--- src/rtl/wb_queue_if.sv ---
// Bundle of the result-input, register-file write, hazard-check and status
// signals of the writeback queue. The slave modport is the queue's side.
interface wb_queue_if #(
  parameter int DEPTH = 8
);
  localparam int CW = $clog2(DEPTH) + 1;

  logic          in_valid1;
  logic [4:0]    in_rd1;
  logic [31:0]   in_data1;
  logic          in_valid2;
  logic [4:0]    in_rd2;
  logic [31:0]   in_data2;
  logic          in_ready;
  logic          wb_stall;
  logic          flush;
  logic          reg_write;
  logic [4:0]    regd;
  logic [31:0]   write_data;
  logic          reg_write2;
  logic [4:0]    regd2;
  logic [31:0]   write_data2;
  logic [4:0]    chk_reg1;
  logic [4:0]    chk_reg2;
  logic [4:0]    chk_reg3;
  logic [4:0]    chk_reg4;
  logic [3:0]    chk_hit;
  logic [CW-1:0] count;
  logic          err_overflow;

  modport slave (
    input  in_valid1, in_rd1, in_data1, in_valid2, in_rd2, in_data2,
    input  wb_stall, flush, chk_reg1, chk_reg2, chk_reg3, chk_reg4,
    output in_ready, reg_write, regd, write_data, reg_write2, regd2, write_data2,
    output chk_hit, count, err_overflow
  );

  modport master (
    output in_valid1, in_rd1, in_data1, in_valid2, in_rd2, in_data2,
    output wb_stall, flush, chk_reg1, chk_reg2, chk_reg3, chk_reg4,
    input  in_ready, reg_write, regd, write_data, reg_write2, regd2, write_data2,
    input  chk_hit, count, err_overflow
  );
endinterface

--- src/rtl/wb_queue.sv ---
// Dual-issue writeback queue: circular buffer of {rd, data} that accepts up to two
// results per cycle and drains up to two per cycle into the register file.
module wb_queue #(
  parameter int DEPTH = 8
) (
  input logic      clk,
  input logic      rst,
  wb_queue_if.slave q
);
  localparam int PW = $clog2(DEPTH);
  localparam int CW = PW + 1;

  logic [PW-1:0] head_reg, head_next;
  logic [PW-1:0] tail_reg, tail_next;
  logic [CW-1:0] count_reg, count_next;
  logic          err_reg, err_next;

  logic [4:0]    mem_rd   [DEPTH];
  logic [31:0]   mem_data [DEPTH];

  logic          in_ready;
  logic          offer1, offer2;
  logic          acc1, acc2;
  logic          wr1, wr2;
  logic [1:0]    n_acc, n_drain;
  logic [PW-1:0] head_p1, slot2_idx;
  logic [DEPTH-1:0] occupied;
  logic [4:0]    chk_reg [4];

  // Readiness looks only at registered occupancy so the producer never depends
  // on this cycle's drain decision.
  assign in_ready = (count_reg <= CW'(DEPTH - 2));

  assign offer1 = q.in_valid1 && (q.in_rd1 != 5'd0);
  assign offer2 = q.in_valid2 && (q.in_rd2 != 5'd0);
  assign acc1   = offer1 && in_ready && !q.flush;
  assign acc2   = offer2 && in_ready && !q.flush;

  assign wr1 = (count_reg != '0) && !q.wb_stall && !q.flush;
  assign wr2 = (count_reg >= CW'(2)) && !q.wb_stall && !q.flush;

  assign n_acc   = {1'b0, acc1} + {1'b0, acc2};
  assign n_drain = {1'b0, wr1} + {1'b0, wr2};

  assign head_p1   = head_reg + PW'(1);
  assign slot2_idx = acc1 ? (tail_reg + PW'(1)) : tail_reg;

  assign head_next  = head_reg + PW'(n_drain);
  assign tail_next  = tail_reg + PW'(n_acc);
  assign count_next = count_reg + CW'(n_acc) - CW'(n_drain);
  assign err_next   = err_reg | ((offer1 | offer2) & ~in_ready);

  always_ff @(posedge clk) begin
    if (rst) begin
      head_reg  <= '0;
      tail_reg  <= '0;
      count_reg <= '0;
      err_reg   <= 1'b0;
    end else if (q.flush) begin
      head_reg  <= '0;
      tail_reg  <= '0;
      count_reg <= '0;
      err_reg   <= err_next;
    end else begin
      head_reg  <= head_next;
      tail_reg  <= tail_next;
      count_reg <= count_next;
      err_reg   <= err_next;
    end
  end

  // Slot 2 lands one past slot 1 when both are accepted, so the indices never collide.
  always_ff @(posedge clk) begin
    if (acc1) begin
      mem_rd[tail_reg]   <= q.in_rd1;
      mem_data[tail_reg] <= q.in_data1;
    end
    if (acc2) begin
      mem_rd[slot2_idx]   <= q.in_rd2;
      mem_data[slot2_idx] <= q.in_data2;
    end
  end

  assign q.in_ready     = in_ready;
  assign q.reg_write    = wr1;
  assign q.regd         = mem_rd[head_reg];
  assign q.write_data   = mem_data[head_reg];
  assign q.reg_write2   = wr2;
  assign q.regd2        = mem_rd[head_p1];
  assign q.write_data2  = mem_data[head_p1];
  assign q.count        = count_reg;
  assign q.err_overflow = err_reg;

  assign chk_reg[0] = q.chk_reg1;
  assign chk_reg[1] = q.chk_reg2;
  assign chk_reg[2] = q.chk_reg3;
  assign chk_reg[3] = q.chk_reg4;

  // An entry is live when its distance from head (mod DEPTH) is below count.
  genvar gi, gj;
  generate
    for (gi = 0; gi < DEPTH; gi++) begin : g_occ
      logic [PW-1:0] offs;
      assign offs         = PW'(gi) - head_reg;
      assign occupied[gi] = ({1'b0, offs} < count_reg);
    end

    for (gi = 0; gi < 4; gi++) begin : g_hit
      logic [DEPTH-1:0] match;
      for (gj = 0; gj < DEPTH; gj++) begin : g_ent
        assign match[gj] = occupied[gj] && (mem_rd[gj] == chk_reg[gi]);
      end
      assign q.chk_hit[gi] = (chk_reg[gi] != 5'd0) && (|match);
    end
  endgenerate
endmodule

--- src/flat_wrapper.sv ---
// flat-port wrapper written by rule: the top's interface ports become plain ports
module wb_queue_flat 
#(
  parameter int DEPTH = 8
)
  (clk, rst, q_in_valid1, q_in_rd1, q_in_data1, q_in_valid2, q_in_rd2, q_in_data2, q_wb_stall, q_flush, q_chk_reg1, q_chk_reg2, q_chk_reg3, q_chk_reg4, q_in_ready, q_reg_write, q_regd, q_write_data, q_reg_write2, q_regd2, q_write_data2, q_chk_hit, q_count, q_err_overflow);
  wb_queue_if #(.DEPTH(DEPTH)) q_i ();
  input logic clk;
  input logic rst;
  input wire logic [$bits(q_i.in_valid1)-1:0] q_in_valid1;
  input wire logic [$bits(q_i.in_rd1)-1:0] q_in_rd1;
  input wire logic [$bits(q_i.in_data1)-1:0] q_in_data1;
  input wire logic [$bits(q_i.in_valid2)-1:0] q_in_valid2;
  input wire logic [$bits(q_i.in_rd2)-1:0] q_in_rd2;
  input wire logic [$bits(q_i.in_data2)-1:0] q_in_data2;
  input wire logic [$bits(q_i.wb_stall)-1:0] q_wb_stall;
  input wire logic [$bits(q_i.flush)-1:0] q_flush;
  input wire logic [$bits(q_i.chk_reg1)-1:0] q_chk_reg1;
  input wire logic [$bits(q_i.chk_reg2)-1:0] q_chk_reg2;
  input wire logic [$bits(q_i.chk_reg3)-1:0] q_chk_reg3;
  input wire logic [$bits(q_i.chk_reg4)-1:0] q_chk_reg4;
  output wire logic [$bits(q_i.in_ready)-1:0] q_in_ready;
  output wire logic [$bits(q_i.reg_write)-1:0] q_reg_write;
  output wire logic [$bits(q_i.regd)-1:0] q_regd;
  output wire logic [$bits(q_i.write_data)-1:0] q_write_data;
  output wire logic [$bits(q_i.reg_write2)-1:0] q_reg_write2;
  output wire logic [$bits(q_i.regd2)-1:0] q_regd2;
  output wire logic [$bits(q_i.write_data2)-1:0] q_write_data2;
  output wire logic [$bits(q_i.chk_hit)-1:0] q_chk_hit;
  output wire logic [$bits(q_i.count)-1:0] q_count;
  output wire logic [$bits(q_i.err_overflow)-1:0] q_err_overflow;
  assign q_i.in_valid1 = q_in_valid1;
  assign q_i.in_rd1 = q_in_rd1;
  assign q_i.in_data1 = q_in_data1;
  assign q_i.in_valid2 = q_in_valid2;
  assign q_i.in_rd2 = q_in_rd2;
  assign q_i.in_data2 = q_in_data2;
  assign q_i.wb_stall = q_wb_stall;
  assign q_i.flush = q_flush;
  assign q_i.chk_reg1 = q_chk_reg1;
  assign q_i.chk_reg2 = q_chk_reg2;
  assign q_i.chk_reg3 = q_chk_reg3;
  assign q_i.chk_reg4 = q_chk_reg4;
  assign q_in_ready = q_i.in_ready;
  assign q_reg_write = q_i.reg_write;
  assign q_regd = q_i.regd;
  assign q_write_data = q_i.write_data;
  assign q_reg_write2 = q_i.reg_write2;
  assign q_regd2 = q_i.regd2;
  assign q_write_data2 = q_i.write_data2;
  assign q_chk_hit = q_i.chk_hit;
  assign q_count = q_i.count;
  assign q_err_overflow = q_i.err_overflow;
  wb_queue #(.DEPTH(DEPTH)) u_core (.clk(clk), .rst(rst), .q(q_i));
endmodule
--- config.mk ---
export PLATFORM = sky130hd
export DESIGN_NAME = wb_queue_flat
export DESIGN_NICKNAME = d
export VERILOG_FILES = /design/src/rtl/wb_queue_if.sv /design/src/rtl/wb_queue.sv /design/src/flat_wrapper.sv
export SDC_FILE = /design/constraint.sdc
export NUM_CORES = 1
export LEC_CHECK = 0
export BUFFER_PORTS_ARGS = -buffer_cell sky130_fd_sc_hd__buf_2
export CORE_MARGIN = 3
export CORE_UTILIZATION = 35
export DETAILED_ROUTE_END_ITERATION = 10
export GPL_TIMING_DRIVEN = 0
export PLACE_DENSITY = 0.5
export SYNTH_ARGS = -nofsm -noshare
export SYNTH_HDL_FRONTEND = slang
export SYNTH_SLANG_ARGS = --single-unit
--- constraint.sdc ---
create_clock -name clk -period 16 [get_ports clk]
set_input_delay 2.4 -clock clk [delete_from_list [all_inputs] [get_ports clk]]
set_output_delay 2.4 -clock clk [all_outputs]
set_load 0.02 [all_outputs]
### Word level (Yosys, flattened, before mapping)

Memories as Yosys holds them, arrays and structs flattened. A register that Yosys moved wholly into a read port is not among the register bits.
Cells that the tools add are included.

* equality and inequality tests: 32
* add/subtract/negate cells: 16
* mux-type cells: 7
* bitwise operators: 4
* $lt $le $gt $ge: 10
* reduce and logical (&&, ||, !) cells: 60

Operator list (count)
* $eq 5x5->1: 32
* $logic_and 1x1->1: 46
* $lt 3x4->1: 8
* $reduce_or 8->1: 4
* $reduce_bool 5->1: 6
* $sub 3x3->3 const A: 4
* $mux 3: 3
* $add 3x1->3 const B: 2
* $add 3x2->3: 2
* $sub 1x3->3 const A: 2
* $sub 2x3->3 const A: 2
* $add 1x1->2: 2
* $add 4x2->4: 1
* $ge 4x2->1 const B: 1
* $le 4x3->1 const B: 1
* $mux 1: 4
* $reduce_bool 4->1: 1
* $sub 4x2->4: 1
* $logic_not 1->1: 2
* $or 1x1->1: 2
* $reduce_or 2->1: 1
* $and 1x1->1: 1
* $not 1->1: 1

* register bits after elaboration: 11
* logic and storage cells: 135
* memories: 2
* bits in writable memories: 296
* output and inout bits: 86

Memories
* u_core.mem_data: words 8, bits a word 32, read ports 2, clocked after Yosys merged registers in 1, wr ports 2, line wb_queue.sv:19 `logic [31:0] mem_data [DEPTH];`
* u_core.mem_rd: words 8, bits a word 5, read ports 10, clocked after Yosys merged registers in 1, wr ports 2, line wb_queue.sv:18 `logic [4:0] mem_rd [DEPTH];`

### Logic depth before layout (Yosys ltp)

* depth after elaboration: 7
* gate-level depth with buffers: 15
* depth with buffers taken out: 13

### Worst setup path before layout

Ideal clock, no wire load.

* kind: input to register
* from: in q_flush
* to: mem u_core.mem_data[2][0] (enable)
* required time: 15513 ps
* setup slack: 9315 ps
* cell stages on the path: 6
* data arrival time: 6197 ps
* buffers on the path: 2
* path through: clkbuf_1 -> a311o_1 -> buf_2 -> nor2_1 -> nand2_1 -> o31ai_1

RTL lines
* start, declared: line flat_wrapper.sv:17 `input wire logic [$bits(q_i.flush)-1:0] q_flush;`
* end, declared: line wb_queue.sv:19

### Worst setup path after layout

* from: reg u_core.head_reg[1]
* to: out q_chk_hit[0]

* longest elaborated chain between the ends: 5
* elaborated cells on any way between the ends: 26
* classes of those cells: add/sub: 8; order compare: 8; reduce/logical: 10

Ends and longest elaborated chain
* start, declared: line wb_queue.sv:13 `logic [PW-1:0] head_reg, head_next;`
* start signal, assigned: line wb_queue.sv:65 `head_reg <= head_next;`
* $sub 1x3->3 (tied with other cells): line wb_queue.sv:104 `assign offs = PW'(gi) - head_reg;`
* $lt 3x4->1: line wb_queue.sv:105 `assign occupied[gi] = ({1'b0, offs} < count_reg);`
* $logic_and 1x1->1: line wb_queue.sv:111 `assign match[gj] = occupied[gj] && (mem_rd[gj] == chk_reg[gi]);`
* $reduce_or 8->1 (*): line wb_queue.sv:113 `assign q.chk_hit[gi] = (chk_reg[gi] != 5'd0) && (|match);`
* $logic_and 1x1->1 (*): line wb_queue.sv:113
* end, declared: line flat_wrapper.sv:29 `output wire logic [$bits(q_i.chk_hit)-1:0] q_chk_hit;`

Mark *: on every way between the ends. The rest lies on a longest branch, timed or not.

==> impl_results.md <==
- Hold Path End: u_core.q.err_overflow
- Share of cells above drive strength 1: 0.2410
- Reg2reg start: u_core.q.count[3]
- Final core utilization: 0.4143
- Total GRT Usage: 0.2582
- Min-Delay Path Class: register to register
- Core Footprint: 56820 µm²
- Starting DRC count in detailed routing: 1799
- Clock Tree Buf Depth: 3
- Switching share of power: 0.3318
- Root buffer cell: clkbuf_16
- Post-CTS sizing: 0
- Postcts setup bufs: 0
- RR Endpoint: u_core.mem_data[2][7]
- Num CTS Buffers: 36
- Design area: 23540 µm²
- Fin Clk Skew: 0.02440 ns
- Ranking of synthesized cells by area: edfxtp_1 (44%), mux4_2 (16%), o2bb2ai_1 (6.4%)
- Global-route wire length before repair: 112400 µm
- Via count of the first global-routing pass: 16014
- Flop pwr share: 0.359
- Top cell type's share of synthesized area: 0.4388
- Max IR drop VDD: 0.00007073 V
- Crit end category: output port
- #FFs+latches synth: 307
- WHS Path Cells: 2
- Slew @ Worst Pin: 1.303 ns
- Clock net sink count: 307
- Final wirelength: 79310 µm
- Post-synthesis sequential area ratio: 0.4496
- Peak Freq: 0.1181 GHz
- NumNets Final: 2058
- Post-DRT Antenna Nets: 0
- Filler instances: 5464
- Outcome: completed
- Sw Pwr: 867.3 µW
- Die width: 246.6 µm
- Die Y: 246.6 µm
- Reg2reg setup slack: 11.87 ns
- HPWL after DPL: 54590 µm
- Critical path launch point type: register
- Vias per inst: 5.891
- # port buffers: 127
- Fin crit share: 0.5290
- Synth warnings: 0
- Routed via count: 15999
- Setup TNS: 0 ns
- Syn Area/Cell: 11.62 µm²
- H-tree levels: 2
- FF-to-FF path depth: 12
- Max_slew headroom: 0.1316
- Residual overflow from global routing: 0
- Gpl congestion: 0.9205
- Cell Area, Synth: 20260 µm²
- Initial antenna violation count: 8
- Area after DPL: 22320 µm²
- Pre-Repair DR Iteration Count: 5
- Gate power share: 0.312
- Hold_buf cts: 0
- Clk pwr share: 0.329
- Post-synth top flop: edfxtp_1
- Setup violators final: 0
- DRC viols: 0
- Worst-skew pair later-pin latency: 0.56 ns
- Asr flop ratio synth: 0
- P_leak: 0.007963 µW
- HP Start: u_core.q.err_overflow
- Pwr Total: 2614 µW
- Largest net degree at the start of global routing: 20
- Crit path required time: 13.60 ns
- Top cells by count, synth: nand2_1 (327), edfxtp_1 (296), mux4_2 (148), o2bb2ai_1 (148), xnor2_1 (103)
- WL/cell: 29.20 µm
- Area grow syn2layout: 16.21%
- Ports: 186
- Cell count after synthesis: 1744
- Critical path type: register to output port
- Most frequent cell after synthesis: nand2_1
- Max FFs per register: 256
- Pwr dens: 111.0 nW/µm²
- Worst Path Max Fanout: 10
- Distinct cells, synth: 45
- Max Transition Viols Final: 0
- Reg clk slew, reported paths: 0.06 ns
- Final worst path period need: 8.464 ns
- Die footprint: 60800 µm²
- Arr. time, crit path: 6.06 ns
- Final hold violations: 0
- Initial Utilization: 0.3565
- Largest area contributor in the netlist: edfxtp_1
- Clock tree from TritonCTS: yes
- P_int: 1747 µW
- EDFF count, synth: 296
- # rows: 87
- Max-Cap Viols: 0
- Mapped Nets: 1875
- Register Area: 9109 µm²
- Area occupied by multi-input gates: 10170 µm²
- RSZ-0062 raised after global routing: false
[layer usage]
layer / wire (µm) / GRT usage
met1: 31890 / 0.3401
met2: 38290 / 0.4266
met3: 6609 / 0.04789
met4: 2515 / 0.09099
met5: 11 / 0
[cell families (layout without fill, tap and decap cells)]
logic type               count (synthesis)  after routing  synth area share
multiplexers                           185            185            0.1851
AO/OA/AOI/OAI                          351            351            0.1176
adder cells (fa/ha/maj)                 31             31           0.01989
buffers and inverters                  242            452           0.05324
other                                    0              6                 0
XOR/XNOR                               173            173           0.07517
flip-flops                             307            307            0.4496
AND/OR/NAND/NOR                        455            455           0.09938
[cells in the final DEF (no fill, tap or decap), types with 7 or more instances in the layout]
master	count
buf_16	7
edfxtp_1	296
buf_2	166
nand3_1	36
buf_6	8
inv_1	20
nor4_1	39
nand2_4	10
clkbuf_16	36
xor2_1	69
o21ai_1	64
buf_1	82
o21ai_0	92
dfxtp_1	11
mux2_2	37
a21oi_1	18
nand2_1	327
buf_12	8
or4_1	8
nor2_1	14
nor3_1	7
xnor2_1	103
clkbuf_1	83
mux4_2	148
o2bb2ai_1	148
ha_1	29
buf_4	14
clkinv_1	7
[metrics by stage]
stage                     std cells  setup WS, ns  hold WS (ns)
after CTS                      2710         7.535        0.4840
after global placement         2627         5.094        0.4529
final                          2716         7.536        0.4800
after detailed placement       2645         8.151        0.4697
after floorplan                1744         9.316        0.5673
after global routing           2713         7.413        0.5159
[power groups by stage]
| stage | Combinational, µW | Sequential (µW) | Clock, µW |
|---|---|---|---|
| after floorplan | 529 | 958 | 0 |
| after global placement | 790 | 964 | 0 |
| final | 816 | 940 | 859 |
| after CTS | 817 | 940 | 865 |
| after global routing | 873 | 943 | 896 |
| after detailed placement | 814 | 957 | 0 |
[critical path: stages, from the launching register on]
cell and delay, ns:
dfxtp_1 0.62, clkbuf_1 0.83, buf_1 0.81, inv_1 0.16
ha_1 0.44, clkbuf_1 0.65, inv_1 0.12, ha_1 0.33
nand3_1 0.08, a21oi_1 0.55, nor4_1 0.14, nor4_1 0.45
a21oi_1 0.15, buf_2 0.18
[how the worst max path moves through the flow]
stage,start,to,slack [ns],cells past startpoint
after global routing,u_core.head_reg[1],q_chk_hit[0],7.41,13
after CTS,u_core.head_reg[1],q_chk_hit[0],7.54,13
final,u_core.head_reg[1],q_chk_hit[0],7.54,13
after detailed placement,u_core.head_reg[1],q_chk_hit[0],8.15,13
after global placement,q_flush,u_core.mem_data[0][6],5.09,6
after floorplan,q_flush,u_core.mem_data[2][0],9.32,6
[area by class of cell]
cell class,count,share of cell area
timing repair buffer,145,0.04353
clock buffer,41,0.03906
sequential,307,0.3869
clock inverter,24,0.01206
multi-input combinational,1195,0.4318
tap,756,0.04018
buffer,221,0.04246
antenna,6,0.0006378
inverter,21,0.003348
(Power assumes the default switching activity.)
